### config.mk
export PLATFORM = sky130hd
export DESIGN_NAME = cdc_handshake_sender_flat
export DESIGN_NICKNAME = d
export VERILOG_FILES = /design/src/rtl/cdc_handshake_sender_if.sv /design/src/rtl/cdc_handshake_sender.sv /design/src/flat_wrapper.sv
export SDC_FILE = /design/constraint.sdc
export NUM_CORES = 1
export LEC_CHECK = 0
export BUFFER_PORTS_ARGS = -buffer_cell sky130_fd_sc_hd__buf_4
export CORE_AREA = 4 4 41 43
export CTS_CLUSTER_DIAMETER = 200
export CTS_CLUSTER_SIZE = 14
export DETAILED_ROUTE_END_ITERATION = 6
export DIE_AREA = 0 0 45 47
export PLACE_DENSITY = 0.66
export SKIP_LAST_GASP = 1
export SLEW_MARGIN = 30
export SYNTH_ARGS = -nofsm -noshare
export SYNTH_HDL_FRONTEND = slang
export SYNTH_SLANG_ARGS = --single-unit
export TNS_END_PERCENT = 5
### constraint.sdc
create_clock -name clk_in -period 1.7 [get_ports clk_in]
set_input_delay 0.085 -clock clk_in [delete_from_list [all_inputs] [get_ports clk_in]]
set_output_delay 0.085 -clock clk_in [all_outputs]
set_load 0.02 [all_outputs]
### src/rtl/cdc_handshake_sender_if.sv
// Purpose     : bundles the word, valid/ready, req/ack toggle and status lines of cdc_handshake_sender.
// Latency     : none, wiring only.
// Backpressure: ready_out is driven by the sender; the master modport is the sender's view.
// Signals: data_in/valid_in/ready_out (source side), data_out/req_out/ack_in (crossing),
//          busy/protocol_err/timeout (status).
interface cdc_handshake_sender_if #(
    parameter int DATA_WIDTH = 8
);
    logic [DATA_WIDTH-1:0] data_in;
    logic                  valid_in;
    logic                  ready_out;
    logic [DATA_WIDTH-1:0] data_out;
    logic                  req_out;
    logic                  ack_in;
    logic                  busy;
    logic                  protocol_err;
    logic                  timeout;

    // Sender side.
    modport master (
        input  data_in, valid_in, ack_in,
        output ready_out, data_out, req_out, busy, protocol_err, timeout
    );

    // Source producer and destination receiver side.
    modport slave (
        output data_in, valid_in, ack_in,
        input  ready_out, data_out, req_out, busy, protocol_err, timeout
    );
endinterface

### src/rtl/cdc_handshake_sender.sv
// Purpose     : source-domain launcher of a toggle req/ack multi-bit CDC; holds data_out while in flight.
// Latency     : word on data_out/req_out one edge after accept; IDLE SYNC_STAGES edges after ack_in toggles.
// Backpressure: ready_out=0 for the whole crossing; valid_in is ignored until the ack returns.
// Ports: clk_in, reset_n (async active-low), bus (cdc_handshake_sender_if.master).
// Optional: define CDC_TX_TIMEOUT_EN to build the wait counter and timeout flag; otherwise timeout=0.
module cdc_handshake_sender #(
    parameter int DATA_WIDTH     = 8,
    parameter int SYNC_STAGES    = 2,
    parameter int TIMEOUT_CYCLES = 1024
) (
    input  logic                    clk_in,
    input  logic                    reset_n,
    cdc_handshake_sender_if.master  bus
);

    if (SYNC_STAGES < 2 || SYNC_STAGES > 4 || TIMEOUT_CYCLES < 1) begin : g_bad_param
        $error("cdc_handshake_sender: SYNC_STAGES must be 2..4 and TIMEOUT_CYCLES >= 1");
    end

    typedef enum logic {
        IDLE     = 1'b0,
        WAIT_ACK = 1'b1
    } state_t;

    state_t                  state_q, state_d;
    logic [DATA_WIDTH-1:0]   data_q, data_d;
    logic                    req_q, req_d;
    logic                    err_q, err_d;
    logic [SYNC_STAGES-1:0]  ack_sync_q;
    logic                    ack_s;

    // Only the first synchronizer flop ever sees the asynchronous ack_in.
    assign ack_s = ack_sync_q[SYNC_STAGES-1];

    always_ff @(posedge clk_in or negedge reset_n) begin
        if (!reset_n) begin
            state_q    <= IDLE;
            data_q     <= '0;
            req_q      <= 1'b0;
            err_q      <= 1'b0;
            ack_sync_q <= '0;
        end else begin
            state_q    <= state_d;
            data_q     <= data_d;
            req_q      <= req_d;
            err_q      <= err_d;
            ack_sync_q <= {ack_sync_q[SYNC_STAGES-2:0], bus.ack_in};
        end
    end

    always_comb begin
        state_d = state_q;
        data_d  = data_q;
        req_d   = req_q;
        err_d   = err_q;
        case (state_q)
            IDLE: begin
                if (bus.valid_in) begin
                    data_d  = bus.data_in;
                    req_d   = ~req_q;
                    state_d = WAIT_ACK;
                end
                // With nothing outstanding the synchronized ack must match req;
                // a mismatch means the receiver toggled on its own.
                if (ack_s != req_q) begin
                    err_d = 1'b1;
                end
            end
            WAIT_ACK: begin
                if (ack_s == req_q) begin
                    state_d = IDLE;
                end
            end
            default: state_d = IDLE;
        endcase
    end

    // Status decodes come from registered state only, never from valid_in.
    assign bus.ready_out    = (state_q == IDLE);
    assign bus.busy         = (state_q == WAIT_ACK);
    assign bus.data_out     = data_q;
    assign bus.req_out      = req_q;
    assign bus.protocol_err = err_q;

`ifdef CDC_TX_TIMEOUT_EN
    localparam int CNT_W = $clog2(TIMEOUT_CYCLES) + 1;
    localparam logic [CNT_W-1:0] TO_VAL = CNT_W'(TIMEOUT_CYCLES);

    logic [CNT_W-1:0] wait_cnt_q, wait_cnt_d;
    logic             timeout_q, timeout_d;

    always_ff @(posedge clk_in or negedge reset_n) begin
        if (!reset_n) begin
            wait_cnt_q <= '0;
            timeout_q  <= 1'b0;
        end else begin
            wait_cnt_q <= wait_cnt_d;
            timeout_q  <= timeout_d;
        end
    end

    // Counter saturates at TIMEOUT_CYCLES so the flag stays up for the rest of
    // the wait; leaving WAIT_ACK drops the flag on the same edge.
    always_comb begin
        wait_cnt_d = wait_cnt_q;
        timeout_d  = 1'b0;
        if (state_q == IDLE) begin
            if (bus.valid_in) begin
                wait_cnt_d = '0;
            end
        end else begin
            if (wait_cnt_q != TO_VAL) begin
                wait_cnt_d = wait_cnt_q + 1'b1;
            end
            if (state_d == WAIT_ACK) begin
                timeout_d = (wait_cnt_d == TO_VAL);
            end
        end
    end

    assign bus.timeout = timeout_q;
`else
    assign bus.timeout = 1'b0;
`endif

endmodule

### src/flat_wrapper.sv
// flat-port wrapper written by rule: the top's interface ports become plain ports
module cdc_handshake_sender_flat 
#(
    parameter int DATA_WIDTH     = 8,
    parameter int SYNC_STAGES    = 2,
    parameter int TIMEOUT_CYCLES = 1024
)
  (clk_in, reset_n, bus_data_in, bus_valid_in, bus_ack_in, bus_ready_out, bus_data_out, bus_req_out, bus_busy, bus_protocol_err, bus_timeout);
  cdc_handshake_sender_if #(.DATA_WIDTH(DATA_WIDTH)) bus_i ();
  input  logic clk_in;
  input  logic reset_n;
  input wire logic [$bits(bus_i.data_in)-1:0] bus_data_in;
  input wire logic [$bits(bus_i.valid_in)-1:0] bus_valid_in;
  input wire logic [$bits(bus_i.ack_in)-1:0] bus_ack_in;
  output wire logic [$bits(bus_i.ready_out)-1:0] bus_ready_out;
  output wire logic [$bits(bus_i.data_out)-1:0] bus_data_out;
  output wire logic [$bits(bus_i.req_out)-1:0] bus_req_out;
  output wire logic [$bits(bus_i.busy)-1:0] bus_busy;
  output wire logic [$bits(bus_i.protocol_err)-1:0] bus_protocol_err;
  output wire logic [$bits(bus_i.timeout)-1:0] bus_timeout;
  assign bus_i.data_in = bus_data_in;
  assign bus_i.valid_in = bus_valid_in;
  assign bus_i.ack_in = bus_ack_in;
  assign bus_ready_out = bus_i.ready_out;
  assign bus_data_out = bus_i.data_out;
  assign bus_req_out = bus_i.req_out;
  assign bus_busy = bus_i.busy;
  assign bus_protocol_err = bus_i.protocol_err;
  assign bus_timeout = bus_i.timeout;
  cdc_handshake_sender #(.DATA_WIDTH(DATA_WIDTH), .SYNC_STAGES(SYNC_STAGES), .TIMEOUT_CYCLES(TIMEOUT_CYCLES)) u_core (.clk_in(clk_in), .reset_n(reset_n), .bus(bus_i));
endmodule
==> metrics.txt, run 1 <==
vias in the first global route=367; fin crit share=0.694; P&R area growth vs syn=44.4%; WP buf/inv=1; simple-gate share of the synthesized area=0.0123; antenna diode count=0; num ports=25; CTS Buf Count=3; CORE AREA=~1300 sq um; Adder-Cell Fraction of Synth Area=0; Seq/Total Area, Yosys=0.637; setup repair bufs after CTS=0; hold_ws=around 51 ps; critical path type=reg -> reg; top area cells in the synthesized netlist=dfrtp_1 (64%), mux2_4 (24%), o21bai_1 (2.9%); number of antenna-violating nets in the routed design=0; Synth Area in XOR/XNOR=0.0343; GRT Util Overall=0.105; Routed WL per cell=roughly 12 um; multi-input logic area=163 sq um; Nets=between 70 and 80; P_leak=between 0.3 and 0.4 nW; type of origin of the critical path=register; initial antenna violation count=0; status=finished clean; CTS tree=built; total grt overflow=0; Die Footprint=approximately 2100 sq um; global-route wire length before repair=approximately 1500 um; vias=320; Seq. cell area=325 sq um; compound-gate portion of the synthesized area=0.0294; largest net degree at the start of global routing=14; Hold Fails Final Rpt=0; max incr delay on CP=410 ps; Layout Utilization=0.566; clk sink count=13; max-cap violation count=0; port bufs=23; element type at the critical path end=register; Final TNS setup=0 ps; most frequent cells in the layout=buf_4 (24), dfrtp_1 (13), mux2_4 (8), clkbuf_4 (3); worst-skew pair later-pin latency=roughly 260 ps; Post-Syn Nets=42; CTS H-tree depth=1; cell at the root of the clock tree=clkbuf_4; post-DP HPWL=between 700 and 800 um; cell row count=13; Initial Util=0.392; post-synthesis cell type count=10; CP required=1850 ps; post-synthesis cell area=between 500 and 600 sq um; Yosys warning count=0; CP cell instances=nor2b_1 > buf_4 > mux2_4; GP Congestion=between 0.6 and 0.7; First-pass DRT Iterations=1; Top delay family on crit path=flip-flops; top cell type's share of synthesized area=0.637; commonest non-fill, non-tap cell in the layout=buf_4; maximum VDD drop=between 0.0008 and 0.0009 V; Setup WS pre-CTS=around 520 ps; Routed Wire Length=a little under 900 um; DR iter-0 viols=0; Period minus WS final=~1200 ps; die width=about 45 um; CTS max path bufs=2; critical path's slowest cell=dfrtp_1; Post-Place Cells=67; Post-Syn Instances=30; Crit Path Max Fanout=10; clk_skew=2.72 ps; post-synth top area cell=dfrtp_1; Layout Cells excl Fill=73; layout cells sized above 1=0.603; max-slew violation count=0; RSZ-0062 raised after global routing=no; main combinational cell family by area after synthesis=multiplexers; Highest Clock Rate=between 800 and 900 MHz; syn avg cell area=around 17 sq um; post-cts gate resize count=0; post-synthesis mux area share=0.235; #FFs+latches synth=13; fillers=~120; CTS clk-pin slew, worst paths=roughly 70 ps; worst hold path type=in -> reg; drc violations=0; power density cells=1850 nW/um^2; # setup viols final=0; worst path arrival time=1330 ps; worst setup margin=520 ps; Die H=roughly 47 um; vias per inst=4.38
==> cells in the mapped netlist <==
master and instances:
dfrtp_1 13, mux2_4 8, o21bai_1 2, buf_4 1, buf_6 1, conb_1 1, inv_1 1, nor2b_1 1
xnor2_1 1, xor2_1 1
==> metal layers <==
| layer | part of all wire | wire, um | vias to the layer above | global-route usage |
|---|---|---|---|---|
| li1 | - | - | 155 | - |
| met5 | 0 | 0 | - | 0 |
| met3 | 0.10 | 89 | 2 | 0.0383 |
| met2 | 0.48 | 429 | 17 | 0.158 |
| met1 | 0.41 | 367 | 146 | 0.132 |
| met4 | 0.0056 | 5 | 0 | 0.0526 |
==> where the power goes <==
group          switching, mW  internal (mW)
Sequential            0.0872          0.435
Clock                 0.0856         0.0905
Combinational          0.305          0.358
Total                  0.478          0.884
==> metrics by stage <==
stage	instance area, sq um	total power [mW]
finish	737	1.36
global route	737	1.46
CTS	737	1.38
detailed placement	691	1.20
global placement	691	1.18
floorplan	510	0.924
==> cell type report <==
type                    instances  share of cell area
inverters                       1             0.00509
clock buffers                   4              0.0357
multi-input cells              14               0.221
well taps                      15              0.0255
repair buffers                 26               0.272
flip-flops and latches         13               0.441
==> state kept, by name, indices dropped and copies added (netlist names) <==
| name | cells |
|---|---|
| u_core.bus.data_out | 8 |
| u_core.ack_sync_q | 2 |
| u_core.bus.busy | 1 |
| u_core.bus.protocol_err | 1 |
| u_core.bus.req_out | 1 |
==> path summary, 6_finish.rpt <==
kind | start | end | slack (ps) | depth (start not counted)
worst max-delay path | u_core.bus.busy | u_core.bus.data_out[2] | 520 | 3
worst min-delay path | bus_data_in[6] | u_core.bus.data_out[6] | 50 | 2
worst max register to register | u_core.bus.busy | u_core.bus.data_out[2] | 520 | 3
worst min register to register | u_core.ack_sync_q[0] | u_core.ack_sync_q[1] | 370 | 0
max in group asynchronous | reset_n | u_core.bus.data_out[5] | 1350 | 2
min in group asynchronous | reset_n | u_core.ack_sync_q[0] | 190 | 2
==> timing repair <==
action	in CTS	in global routing
hold endpoints to repair	14	0
hold buffers	2	0
setup endpoints to repair	0	0
==> cell families after synthesis <==
| family | after synthesis |
|---|---|
| buffers and inverters | 3 |
| XOR/XNOR | 2 |
| multiplexers | 8 |
| other | 1 |
| AO/OA/AOI/OAI | 2 |
| flip-flops | 13 |
| AND/OR/NAND/NOR | 1 |
No activity file was read; power rests on OpenSTA's default activity.
==> run 2, diff against run 1 <==
clock period = 1.2 ns   (was 1.7 ns; I/O delays follow)
==> run 2 against run 1 <==
Largest power group unchanged; routed wire length is 5.7% higher; highest routed layer is now met3; via count is 5.3% higher; global-route usage is 0.87 points higher.
==> metrics.txt, run 2 (synthesis results as in run 1) <==
status=finished clean; antenna diode count=0 (unchanged); setup repair bufs after CTS=0 (unchanged); # setup viols final=0 (unchanged); Post-Place Cells=69 (+3.0%); CTS Buf Count=3 (unchanged); CTS tree=built; design area=753 sq um (+2.2%); Top delay family on crit path=flip-flops; CTS max path bufs=2 (unchanged); clk sink count=13 (unchanged); vias per inst=4.49 (+2.5%); critical path type=reg -> reg; GP Congestion=0.616 (-2.6%); Die Footprint=2120 sq um (unchanged); most frequent cells in the layout=buf_4 (26), dfrtp_1 (12), mux2_4 (8), clkbuf_4 (3); Setup WS pre-CTS=56.4 ps (-465 ps); initial antenna violation count=0 (unchanged); Routed WL per cell=12.6 um (+2.9%); Hold Fails Final Rpt=0 (unchanged); drc violations=0 (unchanged); global-route wire length before repair=1650 um (+7.7%); WP depth=3 (unchanged); CTS H-tree depth=1 (unchanged); element type at the critical path end=register; clk_skew=1.20 ps (-1.53 ps); critical path's slowest cell=dfrtp_2; Layout Cells excl Fill=75 (+2.7%); GRT Util Overall=0.113 (+0.00867); CP cell instances=nor2b_1 > buf_4 > mux2_4; Final TNS setup=0 ps (unchanged); cell at the root of the clock tree=clkbuf_4; vias=337 (+5.3%); Period minus WS final=1140 ps (-37.8 ps); worst setup path start=u_core.bus.busy; port bufs=23 (unchanged); CORE AREA=1300 sq um (unchanged); P_leak=0.380 nW (+2.4%); vias in the first global route=396 (+7.9%); num ports=25 (unchanged); number of antenna-violating nets in the routed design=0 (unchanged); Nets=73 (+2.8%); reg-to-reg endpoint=u_core.bus.data_out[2]; max-slew violation count=0 (unchanged); Routed Wire Length=942 um (+5.7%); Crit Path Max Fanout=6 (-4); RR Startpoint=u_core.bus.busy; Highest Clock Rate=876 MHz (+3.3%); max incr delay on CP=400 ps (about the same); R2R Setup Slk=60 ps (-460 ps); fillers=117 (-1.7%); worst path arrival time=1300 ps (-30 ps); Layout Utilization=0.579 (+0.0125); maximum VDD drop=0.00115 V (+34%); Setup crit end=u_core.bus.data_out[2]; max-cap violation count=0 (unchanged); CTS clk-pin slew, worst paths=80 ps (about the same); RSZ-0062 raised after global routing=no; CP required=1360 ps (-490 ps); Pwr Total=1.98 mW (+45%); worst reg-to-reg path cell count=3 (unchanged); clock share of power=0.131 (+0.002); largest net degree at the start of global routing=14 (unchanged); Die H=47 um (unchanged); commonest non-fill, non-tap cell in the layout=buf_4; cell row count=13 (unchanged); P&R area growth vs syn=47.5%; worst setup margin=58.0 ps (-462 ps); type of origin of the critical path=register; Initial Util=0.392 (unchanged); layout cells sized above 1=0.633 (+0.0299); placed inst area=707 sq um (+2.4%); post-cts gate resize count=0 (unchanged); switching power share of the total=0.350 (-0.00100); fin crit share=0.952 (+0.258); power density cells=2630 nW/um^2 (+42%); DR iter-0 viols=5 (+5); total grt overflow=0 (unchanged); First-pass DRT Iterations=2 (+1); WP buf/inv=1 (unchanged); internal power=1.29 mW (+46%); hold_ws=19.6 ps (-31.7 ps); worst hold path type=in -> reg; Logic pwr share=0.502 (+0.015); post-DP HPWL=718 um (+2.3%); die width=45 um (unchanged); Largest register FFs=8 (unchanged); Flop pwr share=0.366 (-0.017); switching power=0.693 mW (+45%); worst-skew pair later-pin latency=270 ps (about the same)
run 2: cell count changes in the layout (fill, tap and decap cells not counted):
cell / before / now
buf_4: 24 / 26
dfrtp_1: 13 / 12
dfrtp_2: 0 / 1
run 2: how the worst min path moves through the flow:
stage | from | to | cells past startpoint
2_1_floorplan | reset_n | u_core.ack_sync_q[0] | 0
3_5_place_dp | reset_n | u_core.ack_sync_q[0] | 1
4_1_cts | bus_data_in[7] | u_core.bus.data_out[7] | 2
6_report | bus_data_in[7] | u_core.bus.data_out[7] | 2
3_3_place_gp | reset_n | u_core.ack_sync_q[0] | 1
5_1_grt | bus_data_in[2] | u_core.bus.data_out[2] | 2
run 2: final cells by class:
cell class                 instances  area, sq um  area share
tap                               15         18.8      0.0249
clock buffer                       4         26.3      0.0349
sequential                        13          327       0.434
inverter                           1         3.75     0.00498
multi-input combinational         14          163       0.216
timing repair buffer              28          215       0.286
run 2: per-layer routing:
| layer | wire (um) | vias to the layer above | track usage |
|---|---|---|---|
| li1 | - | 156 | - |
| met1 | 355 | 163 | 0.117 |
| met2 | 488 | 18 | 0.195 |
| met3 | 99 | 0 | 0.0651 |
| met4 | 0 | 0 | 0.0351 |
| met5 | 0 | - | 0 |
run 2: what timing repair did:
item,in CTS,in global routing
hold buffers,2,0
endpoints found under the hold margin,14,0
setup endpoints to repair,0,0
run 2: worst register-to-register path: stages, from the launching register on:
cell and delay (ps):
dfrtp_2 400, nor2b_1 140, buf_4 190, mux2_4 300
run 2: power groups by stage:
| stage | combinational [mW] | clock, mW | sequential [mW] |
|---|---|---|---|
| 2_1_floorplan | 0.367 | 0 | 0.946 |
| 3_3_place_gp | 0.991 | 0 | 0.732 |
| 6_report | 0.995 | 0.260 | 0.725 |
| 3_5_place_dp | 1.01 | 0 | 0.728 |
| 5_1_grt | 1.06 | 0.295 | 0.753 |
| 4_1_cts | 1.01 | 0.272 | 0.727 |
